[src/rtl/nfc_phy_data_out_packer_if.sv]
// nfc_phy_data_out_packer_if: 16-bit write-data stream into the DQ packer.
// Ports: iBuff_Valid/oBuff_Ready handshake, iBuff_Data, iBuff_Keep, iBuff_Last.
interface nfc_phy_data_out_packer_if;
    logic        iBuff_Valid;
    logic        oBuff_Ready;
    logic [15:0] iBuff_Data;
    logic [1:0]  iBuff_Keep;
    logic        iBuff_Last;

    modport master (
        output iBuff_Valid,
        output iBuff_Data,
        output iBuff_Keep,
        output iBuff_Last,
        input  oBuff_Ready
    );

    modport slave (
        input  iBuff_Valid,
        input  iBuff_Data,
        input  iBuff_Keep,
        input  iBuff_Last,
        output oBuff_Ready
    );
endinterface

[src/rtl/nfc_phy_data_out_packer.sv]
// nfc_phy_data_out_packer: turns a 16-bit write stream into one NV-DDR
// data-input burst on the PHY DQ/DQS lanes, with pre/postamble and pauses.
// Ports: iSystemClock, iModuleReset_n, iStart, iNumOfData, buff (slave),
//        oDQSOutEnable, oDQOutEnable, oDQStrobe, oDQ, oBusy, oDone, oError.
module nfc_phy_data_out_packer #(
    parameter int unsigned PreambleCycles  = 1,
    parameter int unsigned PostambleCycles = 1,
    parameter logic [7:0]  PadByte         = 8'hFF
) (
    input  logic        iSystemClock,
    input  logic        iModuleReset_n,
    input  logic        iStart,
    input  logic [15:0] iNumOfData,
    nfc_phy_data_out_packer_if.slave buff,
    output logic        oDQSOutEnable,
    output logic        oDQOutEnable,
    output logic [7:0]  oDQStrobe,
    output logic [31:0] oDQ,
    output logic        oBusy,
    output logic        oDone,
    output logic        oError
);

    typedef enum logic [2:0] {
        IDLE,
        PRE,
        DATA,
        POST,
        DONE
    } state_t;

    localparam logic [3:0] PreLoad  = 4'(PreambleCycles - 1);
    localparam logic [3:0] PostLoad = 4'(PostambleCycles - 1);

    state_t      rState;
    state_t      nState;
    logic [3:0]  rCnt;
    logic [3:0]  nCnt;
    logic [15:0] rRemain;
    logic [15:0] nRemain;
    logic        rReady;
    logic        nReady;
    logic        rDrain;
    logic        nDrain;
    logic [31:0] nDQ;
    logic [7:0]  nStrobe;
    logic        nError;
    logic        nBusy;
    logic        nEnable;
    logic        nDone;

    logic        accept;
    logic        fullWord;
    logic [7:0]  hiByte;
    logic [15:0] remainStep;
    logic        endBeat;

    assign buff.oBuff_Ready = rReady;

    always_comb begin
        nState  = rState;
        nCnt    = rCnt;
        nRemain = rRemain;
        nReady  = rReady;
        nDrain  = rDrain;
        nDQ     = oDQ;
        nStrobe = 8'h00;
        nError  = oError;

        accept   = rReady & buff.iBuff_Valid;
        fullWord = (buff.iBuff_Keep == 2'b11);
        hiByte   = fullWord ? buff.iBuff_Data[15:8] : PadByte;

        if (fullWord) begin
            remainStep = (rRemain > 16'd2) ? rRemain - 16'd2 : 16'd0;
        end else begin
            remainStep = (rRemain != 16'd0) ? rRemain - 16'd1 : 16'd0;
        end
        endBeat = buff.iBuff_Last | (remainStep == 16'd0);

        unique case (rState)
            IDLE: begin
                if (iStart) begin
                    nError  = 1'b0;
                    nRemain = iNumOfData;
                    nDQ     = 32'h0;
                    if (iNumOfData != 16'd0) begin
                        nState = PRE;
                        nCnt   = PreLoad;
                    end else begin
                        nState = DONE;
                    end
                end
            end
            PRE: begin
                if (rCnt == 4'd0) begin
                    nState = DATA;
                    nReady = (rRemain != 16'd0);
                end else begin
                    nCnt = rCnt - 4'd1;
                end
            end
            DATA: begin
                // rDrain: last word is on the lanes this cycle, so the
                // postamble starts on the next one.
                if (rDrain) begin
                    nState = POST;
                    nCnt   = PostLoad;
                    nDrain = 1'b0;
                end else if (accept) begin
                    nDQ     = {hiByte, hiByte,
                               buff.iBuff_Data[7:0],
                               buff.iBuff_Data[7:0]};
                    nStrobe = 8'b0011_0011;
                    nRemain = remainStep;
                    if (buff.iBuff_Last && remainStep != 16'd0) begin
                        nError = 1'b1;
                    end
                    if (!buff.iBuff_Last && remainStep == 16'd0) begin
                        nError = 1'b1;
                    end
                    if (!fullWord && !buff.iBuff_Last) begin
                        nError = 1'b1;
                    end
                    if (endBeat) begin
                        nReady = 1'b0;
                        nDrain = 1'b1;
                    end
                end
            end
            POST: begin
                if (rCnt == 4'd0) begin
                    nState = DONE;
                end else begin
                    nCnt = rCnt - 4'd1;
                end
            end
            DONE: begin
                nState = IDLE;
            end
            default: begin
                nState = IDLE;
            end
        endcase

        // Status outputs are registered from the next state so they line
        // up with the state the burst is actually in.
        nBusy   = (nState != IDLE);
        nEnable = (nState == PRE) | (nState == DATA) | (nState == POST);
        nDone   = (nState == DONE);
    end

    always_ff @(posedge iSystemClock or negedge iModuleReset_n) begin
        if (!iModuleReset_n) begin
            rState        <= IDLE;
            rCnt          <= 4'd0;
            rRemain       <= 16'd0;
            rReady        <= 1'b0;
            rDrain        <= 1'b0;
            oDQ           <= 32'h0;
            oDQStrobe     <= 8'h00;
            oDQSOutEnable <= 1'b0;
            oDQOutEnable  <= 1'b0;
            oBusy         <= 1'b0;
            oDone         <= 1'b0;
            oError        <= 1'b0;
        end else begin
            rState        <= nState;
            rCnt          <= nCnt;
            rRemain       <= nRemain;
            rReady        <= nReady;
            rDrain        <= nDrain;
            oDQ           <= nDQ;
            oDQStrobe     <= nStrobe;
            oDQSOutEnable <= nEnable;
            oDQOutEnable  <= nEnable;
            oBusy         <= nBusy;
            oDone         <= nDone;
            oError        <= nError;
        end
    end

endmodule

[src/flat_wrapper.sv]
// flat-port wrapper written by rule: the top's interface ports become plain ports
module nfc_phy_data_out_packer_flat 
#(
    parameter int unsigned PreambleCycles  = 1,
    parameter int unsigned PostambleCycles = 1,
    parameter logic [7:0]  PadByte         = 8'hFF
)
  (iSystemClock, iModuleReset_n, iStart, iNumOfData, oDQSOutEnable, oDQOutEnable, oDQStrobe, oDQ, oBusy, oDone, oError, buff_iBuff_Valid, buff_iBuff_Data, buff_iBuff_Keep, buff_iBuff_Last, buff_oBuff_Ready);
  nfc_phy_data_out_packer_if buff_i ();
  input  logic iSystemClock;
  input  logic iModuleReset_n;
  input  logic iStart;
  input  logic [15:0] iNumOfData;
  output logic oDQSOutEnable;
  output logic oDQOutEnable;
  output logic [7:0] oDQStrobe;
  output logic [31:0] oDQ;
  output logic oBusy;
  output logic oDone;
  output logic oError;
  input wire logic [$bits(buff_i.iBuff_Valid)-1:0] buff_iBuff_Valid;
  input wire logic [$bits(buff_i.iBuff_Data)-1:0] buff_iBuff_Data;
  input wire logic [$bits(buff_i.iBuff_Keep)-1:0] buff_iBuff_Keep;
  input wire logic [$bits(buff_i.iBuff_Last)-1:0] buff_iBuff_Last;
  output wire logic [$bits(buff_i.oBuff_Ready)-1:0] buff_oBuff_Ready;
  assign buff_i.iBuff_Valid = buff_iBuff_Valid;
  assign buff_i.iBuff_Data = buff_iBuff_Data;
  assign buff_i.iBuff_Keep = buff_iBuff_Keep;
  assign buff_i.iBuff_Last = buff_iBuff_Last;
  assign buff_oBuff_Ready = buff_i.oBuff_Ready;
  nfc_phy_data_out_packer #(.PreambleCycles(PreambleCycles), .PostambleCycles(PostambleCycles), .PadByte(PadByte)) u_core (.iSystemClock(iSystemClock), .iModuleReset_n(iModuleReset_n), .iStart(iStart), .iNumOfData(iNumOfData), .buff(buff_i), .oDQSOutEnable(oDQSOutEnable), .oDQOutEnable(oDQOutEnable), .oDQStrobe(oDQStrobe), .oDQ(oDQ), .oBusy(oBusy), .oDone(oDone), .oError(oError));
endmodule
[config.mk]
export PLATFORM = sky130hd
export DESIGN_NAME = nfc_phy_data_out_packer_flat
export DESIGN_NICKNAME = d
export VERILOG_FILES = /design/src/rtl/nfc_phy_data_out_packer_if.sv /design/src/rtl/nfc_phy_data_out_packer.sv /design/src/flat_wrapper.sv
export SDC_FILE = /design/constraint.sdc
export NUM_CORES = 1
export LEC_CHECK = 0
export ABC_AREA = 1
export CAP_MARGIN = 0
export CORE_ASPECT_RATIO = 1.2
export CORE_MARGIN = 2
export CORE_UTILIZATION = 45
export DETAILED_ROUTE_END_ITERATION = 8
export PLACE_DENSITY = 0.74
export SYNTH_ARGS = -nofsm -noshare
export SYNTH_HDL_FRONTEND = slang
export SYNTH_SLANG_ARGS = --single-unit
[constraint.sdc]
create_clock -name iSystemClock -period 2.9 [get_ports iSystemClock]
set_input_delay 0.435 -clock iSystemClock [delete_from_list [all_inputs] [get_ports iSystemClock]]
set_output_delay 0.435 -clock iSystemClock [all_outputs]
set_load 0.005 [all_outputs]
==> flow_metrics.tcl <==
set metrics [dict create \
    status "finished, final reports clean" \
    final.period_utilization_pct 92.4 \
    drive_gt1_share_pct 8.04 \
    drc_errors 0 \
    skew_ns 0.00338 \
    postSynthAreaPerCell_um2 6.95 \
    hold_path.class "in -> async" \
    synth_top_family_by_area "simple AND/OR/NAND/NOR gates" \
    synth_simple_gate_area_share_pct 36.0 \
    die_h_um 97.5 \
    clkSinkCount 46 \
    setup.worst_path.class "reg -> reg" \
    postLayoutCoreUtil_pct 57.8 \
    syn-instance-count 472 \
    clkTransAtPathRegs_ns 0.09 \
    worstSetupEndpointType "flip-flop" \
    worst_skew_pair.late_latency_ns 0.29 \
    drt_first_pass_iters 4 \
    placementRows 34 \
    wire_length_of_the_first_global_routing_pass_mm 14.8 \
    cts_inserted_buffers 5 \
    leakagePower_nw 2.05 \
    nets 579 \
    synth_compound_gate_area_share_pct 12.2 \
    r2r_start "u_core.rRemain[0]" \
    finalSetupViolations 0 \
    synth.lib_cells_used.distinct 32 \
    synth-seq-cells 46 \
    number_of_antenna_repair_diodes 0 \
    critical_path.endpoint "u_core.oError" \
    place_hpwl_mm 6.64 \
    post_synth_mux_area_share_pct 0 \
    maxCapViolations 0 \
    critPathRequiredTime_ns 3.09 \
    drt-wirelength-per-cell_um 14.0 \
    layout.cells.most_common "sky130_fd_sc_hd__nand2_1" \
    path_common_cell "sky130_fd_sc_hd__nor2_1" \
    worst_r2r_endpoint "u_core.oError" \
    routed_wl_mm 8.77 \
    synth-edff-count 0 \
    flow.area_growth_from_synthesis_pct 25.9 \
    crit_chain "inv_1 > ha_1 > nand2_4 > nor2_8 > nand2_4 > nand2_1 > inv_1 > nand3_1 > nand2_1 > nor2_1 > nand2_1 > nor2_1 > nand2_1 > ha_1 > a21oi_1 > nor2_1 > nor2_1 > nor2_1" \
    max_stage_delay_ns 0.41 \
    fraction_of_the_mapped_netlist_area_in_adder_cells_pct 2.29 \
    slew-limit-headroom_pct 31.5 \
    grt_start_max_net_pins 47 \
    yosys_warnings 0 \
    grt-ovfl-total 0 \
    path_buf_inv 2 \
    gp_routability_congestion 0.945 \
    rsz_0062_raised_after_global_routing "no" \
    timing.reg2reg.worst_path_depth 18 \
    synth_flop_cell "sky130_fd_sc_hd__dfrtp_1" \
    synth-xor-area-share_pct 1.33 \
    finalMaxSlewViolations 0 \
    critPathLaunch "u_core.rRemain[0]" \
    mappedNetlistArea_mm2 0.00328 \
    critical-path-slowest-cell "sky130_fd_sc_hd__dfrtp_1" \
    whs_ns 0.314 \
    floorplan.die_area_mm2 0.00799 \
    timing.critical_path.depth 18 \
    rrSetupSlack_ns 0.22 \
    ir_drop_v 0.000507 \
    cts-hold-fix-buffers 0 \
    pre_cts_ws_ns 0.182 \
    crit_path_max_fanout 11 \
    clk_path_buf_depth 2 \
    final-hold-violation-count 0 \
    drt-initial-drc-count 221 \
    slew_at_the_pin_closest_to_its_max_slew_limit_ns 1.03 \
    vias 3273 \
    antenna_found_initial 0 \
    floorplan.core_area_mm2 0.00715 \
    cp_top_family "simple AND/OR/NAND/NOR gates" \
    setup.worst_path.start_class "flip-flop" \
    antenna_violating_nets_post_route 0 \
    setup_slack_ns 0.220 \
    min_period_ns 2.68 \
    max_clock_freq_mhz 373 \
    clock_tree.htree_level_count 2 \
    portBuffers 80 \
    number_of_global_route_vias_before_repair 3203 \
    ys_async_sr_fraction_pct 100 \
    setup-tns-final_ns 0 \
    cp_data_arrival_time_ns 2.87 \
    synth_sequential_area_ratio_pct 35.1 \
    cts_tree "yes" \
    vias_per_cell 5.24 \
    cts.root.buffer_cell "sky130_fd_sc_hd__clkbuf_8" \
    most-common-layout-cells "sky130_fd_sc_hd__nand2_1, sky130_fd_sc_hd__clkdlybuf4s50_1, sky130_fd_sc_hd__nor2_1" \
    grt_usage_pct 23.1 \
    initial_utilization_pct 45.9 \
    power_density_cells_mw_per_mm2 948 \
    dieWidth_um 81.9 \
    io_pins 85 \
]
-- per-layer routing --
layer | vias to the layer above | GRT usage, % | share of wire (%)
met1 | 1558 | 30.5 | 43
li1 | 1611 | - | -
met3 | 16 | 3.16 | 3.7
met5 | - | 0 | 0
met4 | 0 | 7.05 | 1.8
met2 | 88 | 38.6 | 51
-- where the power goes --
| part | internal [mW] | switching, mW | leakage, nW |
|---|---|---|---|
| Clock | 0.257 | 0.219 | 0.0514 |
| Combinational | 0.990 | 1.23 | 1.42 |
| Sequential | 0.915 | 0.304 | 0.575 |
-- Yosys cell counts, types with 2 or more instances --
cell type	n	area [µm²]
sky130_fd_sc_hd__inv_2	2	7.51
sky130_fd_sc_hd__o21ai_1	3	15.0
sky130_fd_sc_hd__nand2_1	127	477
sky130_fd_sc_hd__xor2_1	5	43.8
sky130_fd_sc_hd__a21oi_1	15	75.1
sky130_fd_sc_hd__nand3_1	43	215
sky130_fd_sc_hd__nor2_2	5	31.3
sky130_fd_sc_hd__buf_4	24	180
sky130_fd_sc_hd__nor2_4	3	33.8
sky130_fd_sc_hd__dfrtp_1	46	1150
sky130_fd_sc_hd__ha_1	6	75.1
sky130_fd_sc_hd__inv_1	46	173
sky130_fd_sc_hd__o21ai_0	27	135
sky130_fd_sc_hd__nor2_1	62	233
sky130_fd_sc_hd__clkbuf_1	7	26.3
sky130_fd_sc_hd__nand2_2	4	25.0
sky130_fd_sc_hd__nand4_1	2	12.5
sky130_fd_sc_hd__o22ai_1	7	43.8
sky130_fd_sc_hd__a22oi_1	7	52.6
sky130_fd_sc_hd__buf_2	3	15.0
sky130_fd_sc_hd__a22o_1	8	70.1
sky130_fd_sc_hd__buf_6	2	22.5
sky130_fd_sc_hd__nand2_4	3	33.8
sky130_fd_sc_hd__nor3_1	3	15.0
sky130_fd_sc_hd__nor2_8	2	40.0
sky130_fd_sc_hd__nand3_2	4	40.0
-- cell families after synthesis --
kind of cell,Yosys count
flip-flops,46
buffers and inverters,85
other,1
AND/OR/NAND/NOR,261
XOR/XNOR,5
AO/OA/AOI/OAI,68
adder cells (fa/ha/maj),6
-- through the flow --
| stage | power (mW) | cells | instance area (µm²) |
|---|---|---|---|
| floorplan | 2.66 | 475 | 3290 |
| global placement | 3.37 | 617 | 4020 |
| detailed placement | 3.42 | 617 | 4020 |
| CTS | 3.92 | 625 | 4130 |
| global route | 4.26 | 625 | 4130 |
| finish | 3.92 | 625 | 4130 |
-- how the worst min path moves through the flow --
| stage | from | end | slack, ns | cells after the start |
|---|---|---|---|---|
| 3_5_place_dp | u_core.oDQ[28] | u_core.oDQ[28] | 0.49 | 2 |
| 3_3_place_gp | u_core.oDQ[26] | u_core.oDQ[26] | 0.49 | 2 |
| 6_report | iModuleReset_n | u_core.rRemain[3] | 0.31 | 1 |
| 5_1_grt | iModuleReset_n | u_core.rRemain[3] | 0.41 | 1 |
| 4_1_cts | iModuleReset_n | u_core.rRemain[15] | 0.36 | 1 |
| 2_1_floorplan | iModuleReset_n | u_core.buff.oBuff_Ready | 0.14 | 0 |
-- what timing repair did --
action,4_1_cts,5_1_grt
buffers inserted,0,0
endpoints found under the setup margin,0,2
gates resized for setup,0,3
-- area by class of cell --
| type | count | area, µm² |
|---|---|---|
| repair buffers | 88 | 856 |
| clock inverters | 2 | 37.5 |
| clock buffers | 6 | 72.6 |
| well taps | 90 | 113 |
| inverters | 49 | 184 |
| multi-input cells | 344 | 1720 |
| flip-flops and latches | 46 | 1150 |
| fillers | 681 | 3020 |
-- worst reg2reg max path, stage by stage, from the launching register on --
cell	delay [ns]
sky130_fd_sc_hd__dfrtp_1	0.41
sky130_fd_sc_hd__inv_1	0.16
sky130_fd_sc_hd__ha_1	0.25
sky130_fd_sc_hd__nand2_4	0.10
sky130_fd_sc_hd__nor2_8	0.16
sky130_fd_sc_hd__nand2_4	0.15
sky130_fd_sc_hd__nand2_1	0.13
sky130_fd_sc_hd__inv_1	0.12
sky130_fd_sc_hd__nand3_1	0.09
sky130_fd_sc_hd__nand2_1	0.07
sky130_fd_sc_hd__nor2_1	0.13
sky130_fd_sc_hd__nand2_1	0.06
sky130_fd_sc_hd__nor2_1	0.11
sky130_fd_sc_hd__nand2_1	0.07
sky130_fd_sc_hd__ha_1	0.27
sky130_fd_sc_hd__a21oi_1	0.12
sky130_fd_sc_hd__nor2_1	0.06
sky130_fd_sc_hd__nor2_1	0.08
sky130_fd_sc_hd__nor2_1	0.04
-- registers in the layout (all words and copies together), names as in the netlist --
| name | cells |
|---|---|
| u_core.buff.oBuff_Ready | 1 |
| u_core.oBusy | 1 |
| u_core.oDQ | 16 |
| u_core.oDQSOutEnable | 1 |
| u_core.oDQStrobe | 1 |
| u_core.oDone | 1 |
| u_core.oError | 1 |
| u_core.rCnt | 4 |
| u_core.rDrain | 1 |
| u_core.rRemain | 16 |
| u_core.rState | 3 |
Note: power is estimated with default switching activity, not from simulation.
